### src/rtl/sccb_target.sv
// SCCB target bridging ID/address/data phases to a register file; define SCCB_TARGET_ACK_EN to drive ACK.
// Latency: inputs pass a 2-flop synchronizer and a FILT_CYCLES filter; read data is driven 2 cycles after a filtered sio_c fall.
// Backpressure: none; the register file must accept rf_wr/rf_rd strobes and return rf_rdata one cycle after rf_rd.
module sccb_target #(
    parameter int FILT_CYCLES = 3
) (
    input  logic       sccb_clk,
    input  logic       sccb_reset_n,
    input  logic [6:0] dev_id,
    input  logic       sio_c,
    input  logic       sio_d_i,
    output logic       sio_d_o,
    output logic       sio_d_oe,
    output logic       rf_wr,
    output logic       rf_rd,
    output logic [7:0] rf_addr,
    output logic [7:0] rf_wdata,
    input  logic [7:0] rf_rdata,
    output logic       busy
);

    typedef enum logic [2:0] {S_IDLE, S_ID, S_ADDR, S_WDATA, S_RDATA, S_IGNORE} state_t;

    // index 1 = sio_c, index 0 = sio_d
    logic [1:0] raw, sync1, sync2, filt, filt_q;
    logic [3:0] fcnt [2];

    assign raw = {sio_c, sio_d_i};

    always_ff @(posedge sccb_clk or negedge sccb_reset_n) begin
        if (!sccb_reset_n) begin
            sync1  <= 2'b11;
            sync2  <= 2'b11;
            filt   <= 2'b11;
            filt_q <= 2'b11;
            for (int i = 0; i < 2; i++) fcnt[i] <= 4'd0;
        end else begin
            sync1  <= raw;
            sync2  <= sync1;
            filt_q <= filt;
            for (int i = 0; i < 2; i++) begin
                if (sync2[i] == filt[i]) begin
                    fcnt[i] <= 4'd0;
                end else if (fcnt[i] == 4'(FILT_CYCLES - 1)) begin
                    filt[i] <= sync2[i];
                    fcnt[i] <= 4'd0;
                end else begin
                    fcnt[i] <= fcnt[i] + 4'd1;
                end
            end
        end
    end

    logic c_rise, c_fall, start_det, stop_det;
    assign c_rise    = filt[1] & ~filt_q[1];
    assign c_fall    = ~filt[1] & filt_q[1];
    assign start_det = filt[1] & filt_q[1] & filt_q[0] & ~filt[0];
    assign stop_det  = filt[1] & filt_q[1] & ~filt_q[0] & filt[0];

    state_t     state;
    logic [3:0] bit_cnt;
    logic [7:0] sr, addr, tx;
    logic [7:0] byte_nxt;
    logic       id_match;

    assign byte_nxt = {sr[6:0], filt[0]};
    assign id_match = (sr[7:1] == dev_id);

    always_ff @(posedge sccb_clk or negedge sccb_reset_n) begin
        if (!sccb_reset_n) begin
            state    <= S_IDLE;
            bit_cnt  <= 4'd0;
            sr       <= 8'h00;
            addr     <= 8'h00;
            tx       <= 8'h00;
            sio_d_o  <= 1'b1;
            sio_d_oe <= 1'b0;
            rf_wr    <= 1'b0;
            rf_rd    <= 1'b0;
            rf_addr  <= 8'h00;
            rf_wdata <= 8'h00;
            busy     <= 1'b0;
        end else begin
            rf_wr <= 1'b0;
            rf_rd <= 1'b0;
            if (start_det) begin
                state    <= S_ID;
                bit_cnt  <= 4'd0;
                busy     <= 1'b1;
                sio_d_oe <= 1'b0;
                sio_d_o  <= 1'b1;
            end else if (stop_det) begin
                state    <= S_IDLE;
                bit_cnt  <= 4'd0;
                busy     <= 1'b0;
                sio_d_oe <= 1'b0;
                sio_d_o  <= 1'b1;
            end else if (rf_rd && state == S_RDATA) begin
                // read data arrives one cycle after the strobe; MSB goes straight to the pad
                tx       <= rf_rdata;
                sio_d_o  <= rf_rdata[7];
                sio_d_oe <= 1'b1;
            end else if (c_rise && state != S_IDLE) begin
                if (bit_cnt != 4'd8) begin
                    sr      <= byte_nxt;
                    bit_cnt <= bit_cnt + 4'd1;
                    if (bit_cnt == 4'd7) begin
                        case (state)
                            S_ADDR: addr <= byte_nxt;
                            S_WDATA: begin
                                rf_wr    <= 1'b1;
                                rf_addr  <= addr;
                                rf_wdata <= byte_nxt;
                                addr     <= addr + 8'd1;
                            end
                            default: ;
                        endcase
                    end
                end else begin
                    // 9th bit: phase transitions happen here
                    bit_cnt <= 4'd0;
                    case (state)
                        S_ID:    state <= !id_match ? S_IGNORE : (sr[0] ? S_RDATA : S_ADDR);
                        S_ADDR:  state <= S_WDATA;
                        S_RDATA: addr  <= addr + 8'd1;
                        default: ;
                    endcase
                end
            end else if (c_fall) begin
                case (state)
`ifdef SCCB_TARGET_ACK_EN
                    S_ID, S_ADDR, S_WDATA: begin
                        if (bit_cnt == 4'd8 && (state != S_ID || id_match)) begin
                            sio_d_oe <= 1'b1;
                            sio_d_o  <= 1'b0;
                        end else begin
                            sio_d_oe <= 1'b0;
                            sio_d_o  <= 1'b1;
                        end
                    end
`endif
                    S_RDATA: begin
                        if (bit_cnt == 4'd0) begin
                            rf_rd    <= 1'b1;
                            rf_addr  <= addr;
                            sio_d_oe <= 1'b0;
                            sio_d_o  <= 1'b1;
                        end else if (bit_cnt == 4'd8) begin
                            sio_d_oe <= 1'b0;
                            sio_d_o  <= 1'b1;
                        end else begin
                            sio_d_o <= tx[3'd7 - bit_cnt[2:0]];
                        end
                    end
                    default: ;
                endcase
            end
        end
    end

endmodule

### config.mk
export PLATFORM = sky130hd
export DESIGN_NAME = sccb_target
export DESIGN_NICKNAME = d
export VERILOG_FILES = /design/src/rtl/sccb_target.sv
export SDC_FILE = /design/constraint.sdc
export NUM_CORES = 1
export LEC_CHECK = 0
export ABC_AREA = 1
export CAP_MARGIN = 20
export CELL_PAD_IN_SITES_DETAIL_PLACEMENT = 0
export CELL_PAD_IN_SITES_GLOBAL_PLACEMENT = 1
export CORE_MARGIN = 2
export CORE_UTILIZATION = 45
export CTS_CLUSTER_DIAMETER = 40
export DETAILED_ROUTE_END_ITERATION = 8
export HOLD_SLACK_MARGIN = 0.02
export PLACE_DENSITY = 0.92
export SKIP_LAST_GASP = 1
export SYNTH_ARGS = -nofsm -noshare
export SYNTH_HDL_FRONTEND = slang
export SYNTH_SLANG_ARGS = --single-unit
### constraint.sdc
create_clock -name sccb_clk -period 3.5 [get_ports sccb_clk]
set_input_delay 0.7 -clock sccb_clk [delete_from_list [all_inputs] [get_ports sccb_clk]]
set_output_delay 0.7 -clock sccb_clk [all_outputs]
set_load 0.02 [all_outputs]
# Word level (Yosys, flattened, before mapping)
# Index checks and enable logic that the tools add are counted.
dict set report totals {
  elab_cells 148
  register_bits 68
  out_inout_bits 21
  input_bits 19
}
dict set report op_classes {
  n_addsub 5
  n_reduce_logical 25
  magnitude_cmp 1
  eq_ne 20
  n_mux 62
  n_bitwise 16
}
# op n
set op_table {}
lappend op_table {{2-to-1 mux 8 bit} 10}
lappend op_table {{2-to-1 mux 4 bit} 9}
lappend op_table {{2-to-1 mux 1 bit} 33}
lappend op_table {{2-to-1 mux 3 bit} 7}
lappend op_table {{one-hot mux 8 bit (2 select lines)} 1}
lappend op_table {{AND reduction 7 bit} 2}
lappend op_table {{adder 4 x 1 -> 4 bit (second input constant)} 3}
lappend op_table {{nonzero test 4 bit} 3}
lappend op_table {{nonzero test 2 bit} 5}
lappend op_table {{inverter 1 bit} 9}
lappend op_table {{AND reduction 9 bit} 1}
lappend op_table {{adder 8 x 1 -> 8 bit (second input constant)} 1}
lappend op_table {{equality test 4 x 2 -> 1 bit (second input constant)} 2}
lappend op_table {{inequality test 2 x 1 -> 1 bit (second input constant)} 4}
lappend op_table {{inequality test 4 bit (second input constant)} 2}
lappend op_table {{AND reduction 4 bit} 2}
lappend op_table {{bitwise AND 1 bit} 7}
lappend op_table {{equality test 7 bit} 1}
lappend op_table {{equality test 3 x 2 -> 1 bit (second input constant)} 2}
lappend op_table {{inequality test 3 bit (second input constant)} 2}
lappend op_table {{one-hot mux 3 bit (2 select lines)} 1}
lappend op_table {{AND reduction 2 bit} 3}
lappend op_table {{AND reduction 3 bit} 2}
lappend op_table {{nonzero test 3 bit} 2}
lappend op_table {{other kinds (13)} 15}

# Logic depth before layout (Yosys ltp)
dict set report depth {
  depth_word 11
  ltp_mapped 11
  ltp_nobuf 11
}

# Least setup slack after synthesis
# OpenSTA, ideal clock, no wires.
dict set report synth_path {
  kind {flip-flop to flip-flop}
  startpoint {reg bit_cnt[0]}
  endpoint {reg rf_addr[0]}
  synth_period_minus_slack_ps 1621
  setup_slack_ps 1879
  setup_time_ps 118
  t_arrival_ps 1503
  required_ps 3382
  n_path_buf 0
  stages_incl_launch_ff 8
  cell_sequence {dfrtp_1 > inv_1 > ha_1 > nand3_1 > o21ai_2 > nand3_4 > nand2_1 > nand2_1}
}
dict set report synth_between {
  elab_chain_cells 3
  elab_cells_between_ends 7
  classes_between {eq/ne (4); reduce/logical (3)}
}
# item line_no
set synth_lines {}
lappend synth_lines {{start, declared} 61} ;# logic [3:0] bit_cnt;
lappend synth_lines {{start signal, assigned} 106} ;# bit_cnt <= bit_cnt + 4'd1;
lappend synth_lines {{equality test 4 x 3 -> 1 bit, or another cell as far along} 107} ;# if (bit_cnt == 4'd7) begin
lappend synth_lines {{inequality test 2 x 1 -> 1 bit (no source line) / nonzero test 2 bit (equally long branches)} n/a}
lappend synth_lines {{AND reduction 9 bit (no source line) (*)} n/a}
lappend synth_lines {{end signal, assigned} 112} ;# rf_addr <= addr;
lappend synth_lines {{end signal, assigned} 145} ;# rf_addr <= addr;
lappend synth_lines {{end, declared} 16} ;# output logic [7:0] rf_addr,
# Every way passes the cells marked *; elsewhere a longest branch is shown, timed or not.
# A chain may end at the register's enable or synchronous reset.

# Worst setup path in the final report
dict set report layout_path {
  startpoint {reg sio_d_o}
  endpoint {out sio_d_o}
}
# item line_no
set layout_lines {}
lappend layout_lines {{start, declared} 12} ;# output logic sio_d_o,
lappend layout_lines {{start signal, assigned} 101} ;# sio_d_o <= rf_rdata[7];
lappend layout_lines {{start signal, assigned} 152} ;# sio_d_o <= tx[3'd7 - bit_cnt[2:0]];
# No word-level cell between the ends.

==> results summary <==
The number of global-route vias before repair came out at 2556. Hold timing on the final database bottoms out at a slack of 0.357 ns. Setup violations remaining at the end of the flow were counted as 0. The initial detailed-routing violation count came out at 116. The total die area came out at around 8000 um^2. For this run, the share of the core covered by cells in the final layout is 0.554. The number of max-slew violations in the final report came out at 0. The post-synthesis cell type count came out at 30. The overflow left after global routing is 0. Summed over all instances, the cell type with the most area after synthesis is sky130_fd_sc_hd__dfrtp_1. The number of placement rows is 31. The part of the Yosys area used for sequential elements is 0.514. The count of buffers inserted at the top-level ports came out at 39. Of all nets on the critical path, the largest fanout is 2. The run finished with clean final reports. The global-route total usage across every layer came out at 0.174. The tool flagged a number of max-cap violations equal to 0. The count of cells along the worst register-to-register path came out at 7.

The number of routed nets with antenna violations is 0. The endpoint identified for the worst register-to-register timing path is addr[1]. The actual transition at the worst max-transition pin is 0.734 ns.

By startpoint and endpoint, the worst setup path is classified as reg2out. The power density over the cells came out at 741 nW/um^2. After clock tree synthesis, the clock-pin slew on the worst setup and hold paths is approximately 0.08 ns. The number of antenna diodes is 0. The delay of the slowest cell on the worst path is 0.59 ns. The path class of the lowest-slack min-delay path is in2async.

The final setup TNS came out at 0 ns. The count of synthesis-stage warnings from yosys is 0. In the routed design, unresolved DRC markers number 0. Of the available clock period, the critical path in the final layout requires 0.617. Counting along the longest clock path gives a buffer depth of 2.

The largest net degree at the start of global routing came out at 38. The first-pass GRT wire length is 11500 um. The register-to-register path setup slack is 1.48 ns. The signal on the critical path passes through clkdlybuf4s50_1. Wires add up to 6520 um. The relative slew slack is 0.509.

The share of the synthesized area in the top cell type is 0.443. STA classifies the critical path startpoint as a register. Compared with the post-synthesis result, the final layout area differs by 20.1%. In this run, synthesis inferred 0 flip-flops with an integrated enable. In the global route stage, met1 resource usage came out at 0.223. Data on the critical path arrives at its endpoint at 1.46 ns.

The average via count per standard cell is between 4 and 5. The number of failing hold endpoints at the final stage is 0. sky130_fd_sc_hd__nand2_1 is the most common cell in the netlist. The final critical path time including I/O delays and setup is 2.16 ns.

The post-synthesis instance area came out at 3330 um^2. Routability-driven placement finished with a final weighted congestion of 0.877. The routed length per instance came out at between 10 and 15 um. The boundary pin count came out at 40. STA classifies the critical path endpoint as an output port. The CTS H-tree depth is 3. The sum of net half-perimeters after detailed placement is 4830 um. The fraction of final layout cells sized beyond drive strength 1 is 0.124.

IR analysis of the VDD net gives a maximum drop of 0.000318 V. Grouping stages by cell kind, the critical path spends the most delay in buffers and inverters. The startpoint identified for the worst register-to-register timing path is bit_cnt[0]. For this run, the post-layout net count is 466. The layer flagged by global routing as most heavily used is met2.

For this run, global-route usage on met3 was measured as 0.0344. By area the synthesized netlist is led by sky130_fd_sc_hd__dfrtp_1 (44%), sky130_fd_sc_hd__nand2_1 (15%), sky130_fd_sc_hd__dfstp_2 (7.1%). The count of buffering cells on the critical path with inverters included is 1.

The highest achievable clock rate is 463 MHz. The die height came out at 90.0 um. Setup repair after global routing left no endpoint under its margin.

The root cell of the clock tree is sky130_fd_sc_hd__clkbuf_8. The share of flip-flops with an asynchronous set or reset came out at 1.00. The post-cts hold buffer count is 0. On the final layout, the worst clock skew is 0.0111 ns. The design draws slightly below 3000 uW. The number of buffers added by the clock tree synthesis step came out at 9. The horizontal die dimension is 90.0 um.

The effective utilization at floorplan is 0.461. The routing usage on met2 came out at 0.289. The tree built by TritonCTS fans out to 68 sinks. The clock insertion delay at the later pin of the skew report came out at ~0.35 ns.

TritonCTS built the clock tree. In the synthesized netlist, the number of instances is 395. The data required time of the critical path is 2.80 ns. For this design, the slowest cell found on the critical path is sky130_fd_sc_hd__clkdlybuf4s50_1. The post-CTS resize count came out at 0.

The post-synthesis net count is 421. The number of register bits inferred by synthesis came out at just under 70. The number of antenna violations at the first check in global routing came out at 0. Across all layers, the routed design uses roughly 2600 vias. The most frequently used flop master after synthesis is sky130_fd_sc_hd__dfrtp_1. Once the clock tree was built, the setup fixing pass inserted 0 buffers.

Dividing the synthesized area by the synthesized cell count gives roughly 8.4 um^2. In this run the static leakage power is 0.00193 uW. In the synthesized netlist, the cells that appear most often are sky130_fd_sc_hd__nand2_1 (129), sky130_fd_sc_hd__dfrtp_1 (59), sky130_fd_sc_hd__inv_1 (30), sky130_fd_sc_hd__nand3_1 (30), sky130_fd_sc_hd__nor2_1 (28). The number of iterations in the first detailed-routing pass came out at 6.

The core region area is 7210 um^2.
==> sequential cells by signal, summed over array words and instances (netlist names) <==
name      cells
tx            8
bit_cnt       4
state         3
filt_q        2
sr            8
rf_wdata      8
addr          8
sio_d_o       1
rf_rd         1
rf_addr       8
filt          2
sync2         2
sio_d_oe      1
sync1         2
rf_wr         1
busy          1
fcnt          8
==> logic make-up (layout without fill, tap and decap cells) <==
kind of cell,after synthesis,in the layout,synth area share
buf+inv,46,96,0.0616
compound gates,47,47,0.0752
flops,68,68,0.514
simple gates,215,215,0.291
fa+ha+maj,7,7,0.0263
xor+xnor,12,12,0.0316
==> worst max-delay path by stage <==
stage / from / end / slack, ns / cells past startpoint
after floorplan: bit_cnt[0] / rf_addr[0] / 1.88 / 7
after global placement: bit_cnt[0] / addr[1] / 1.58 / 7
after detailed placement: bit_cnt[0] / addr[1] / 1.51 / 7
after CTS: sio_d_o / sio_d_o / 1.32 / 1
after global routing: bit_cnt[0] / addr[4] / 1.29 / 7
final: sio_d_o / sio_d_o / 1.34 / 1
==> stage by stage <==
| stage | cells | setup slack [ns] | cell area [um^2] |
|---|---|---|---|
| after CTS | 544 | 1.32 | 4000 |
| after global routing | 544 | 1.29 | 4000 |
| final | 544 | 1.34 | 4000 |
| after detailed placement | 528 | 1.51 | 3790 |
| after global placement | 528 | 1.58 | 3790 |
| after floorplan | 395 | 1.88 | 3330 |
==> routing by layer <==
layer	vias up	wire, um
met5	-	0
met4	0	76
met3	7	233
met2	38	3140
met1	1249	3070
li1	1352	-
==> power breakdown <==
part / switching (uW) / internal (uW)
combinational: 700 / 407
clock: 289 / 366
sequential: 196 / 1000
total: 1180 / 1780
==> placed cells by master, fill, tap and decap left out, types with 4 or more instances in the layout <==
cell / n
sky130_fd_sc_hd__nand3_1: 30
sky130_fd_sc_hd__clkbuf_8: 11
sky130_fd_sc_hd__inv_1: 30
sky130_fd_sc_hd__nor2_1: 28
sky130_fd_sc_hd__nand4_1: 9
sky130_fd_sc_hd__xnor2_1: 4
sky130_fd_sc_hd__dfstp_2: 9
sky130_fd_sc_hd__nand2_1: 129
sky130_fd_sc_hd__ha_1: 7
sky130_fd_sc_hd__o21ai_0: 11
sky130_fd_sc_hd__o21ai_1: 23
sky130_fd_sc_hd__clkdlybuf4s50_1: 38
sky130_fd_sc_hd__xor2_1: 8
sky130_fd_sc_hd__inv_2: 9
sky130_fd_sc_hd__dfrtp_1: 59
sky130_fd_sc_hd__a21oi_1: 9
sky130_fd_sc_hd__nand2_2: 5
==> layout make-up <==
class / count / area (um^2)
clock buffer: 12 / 155
clock inverter: 4 / 47.5
fill: 710 / 3220
inverter: 39 / 146
multi-input combinational: 281 / 1410
sequential: 68 / 1710
tap: 99 / 124
timing repair buffer: 41 / 400
Note: power is estimated with default switching activity, not from simulation.
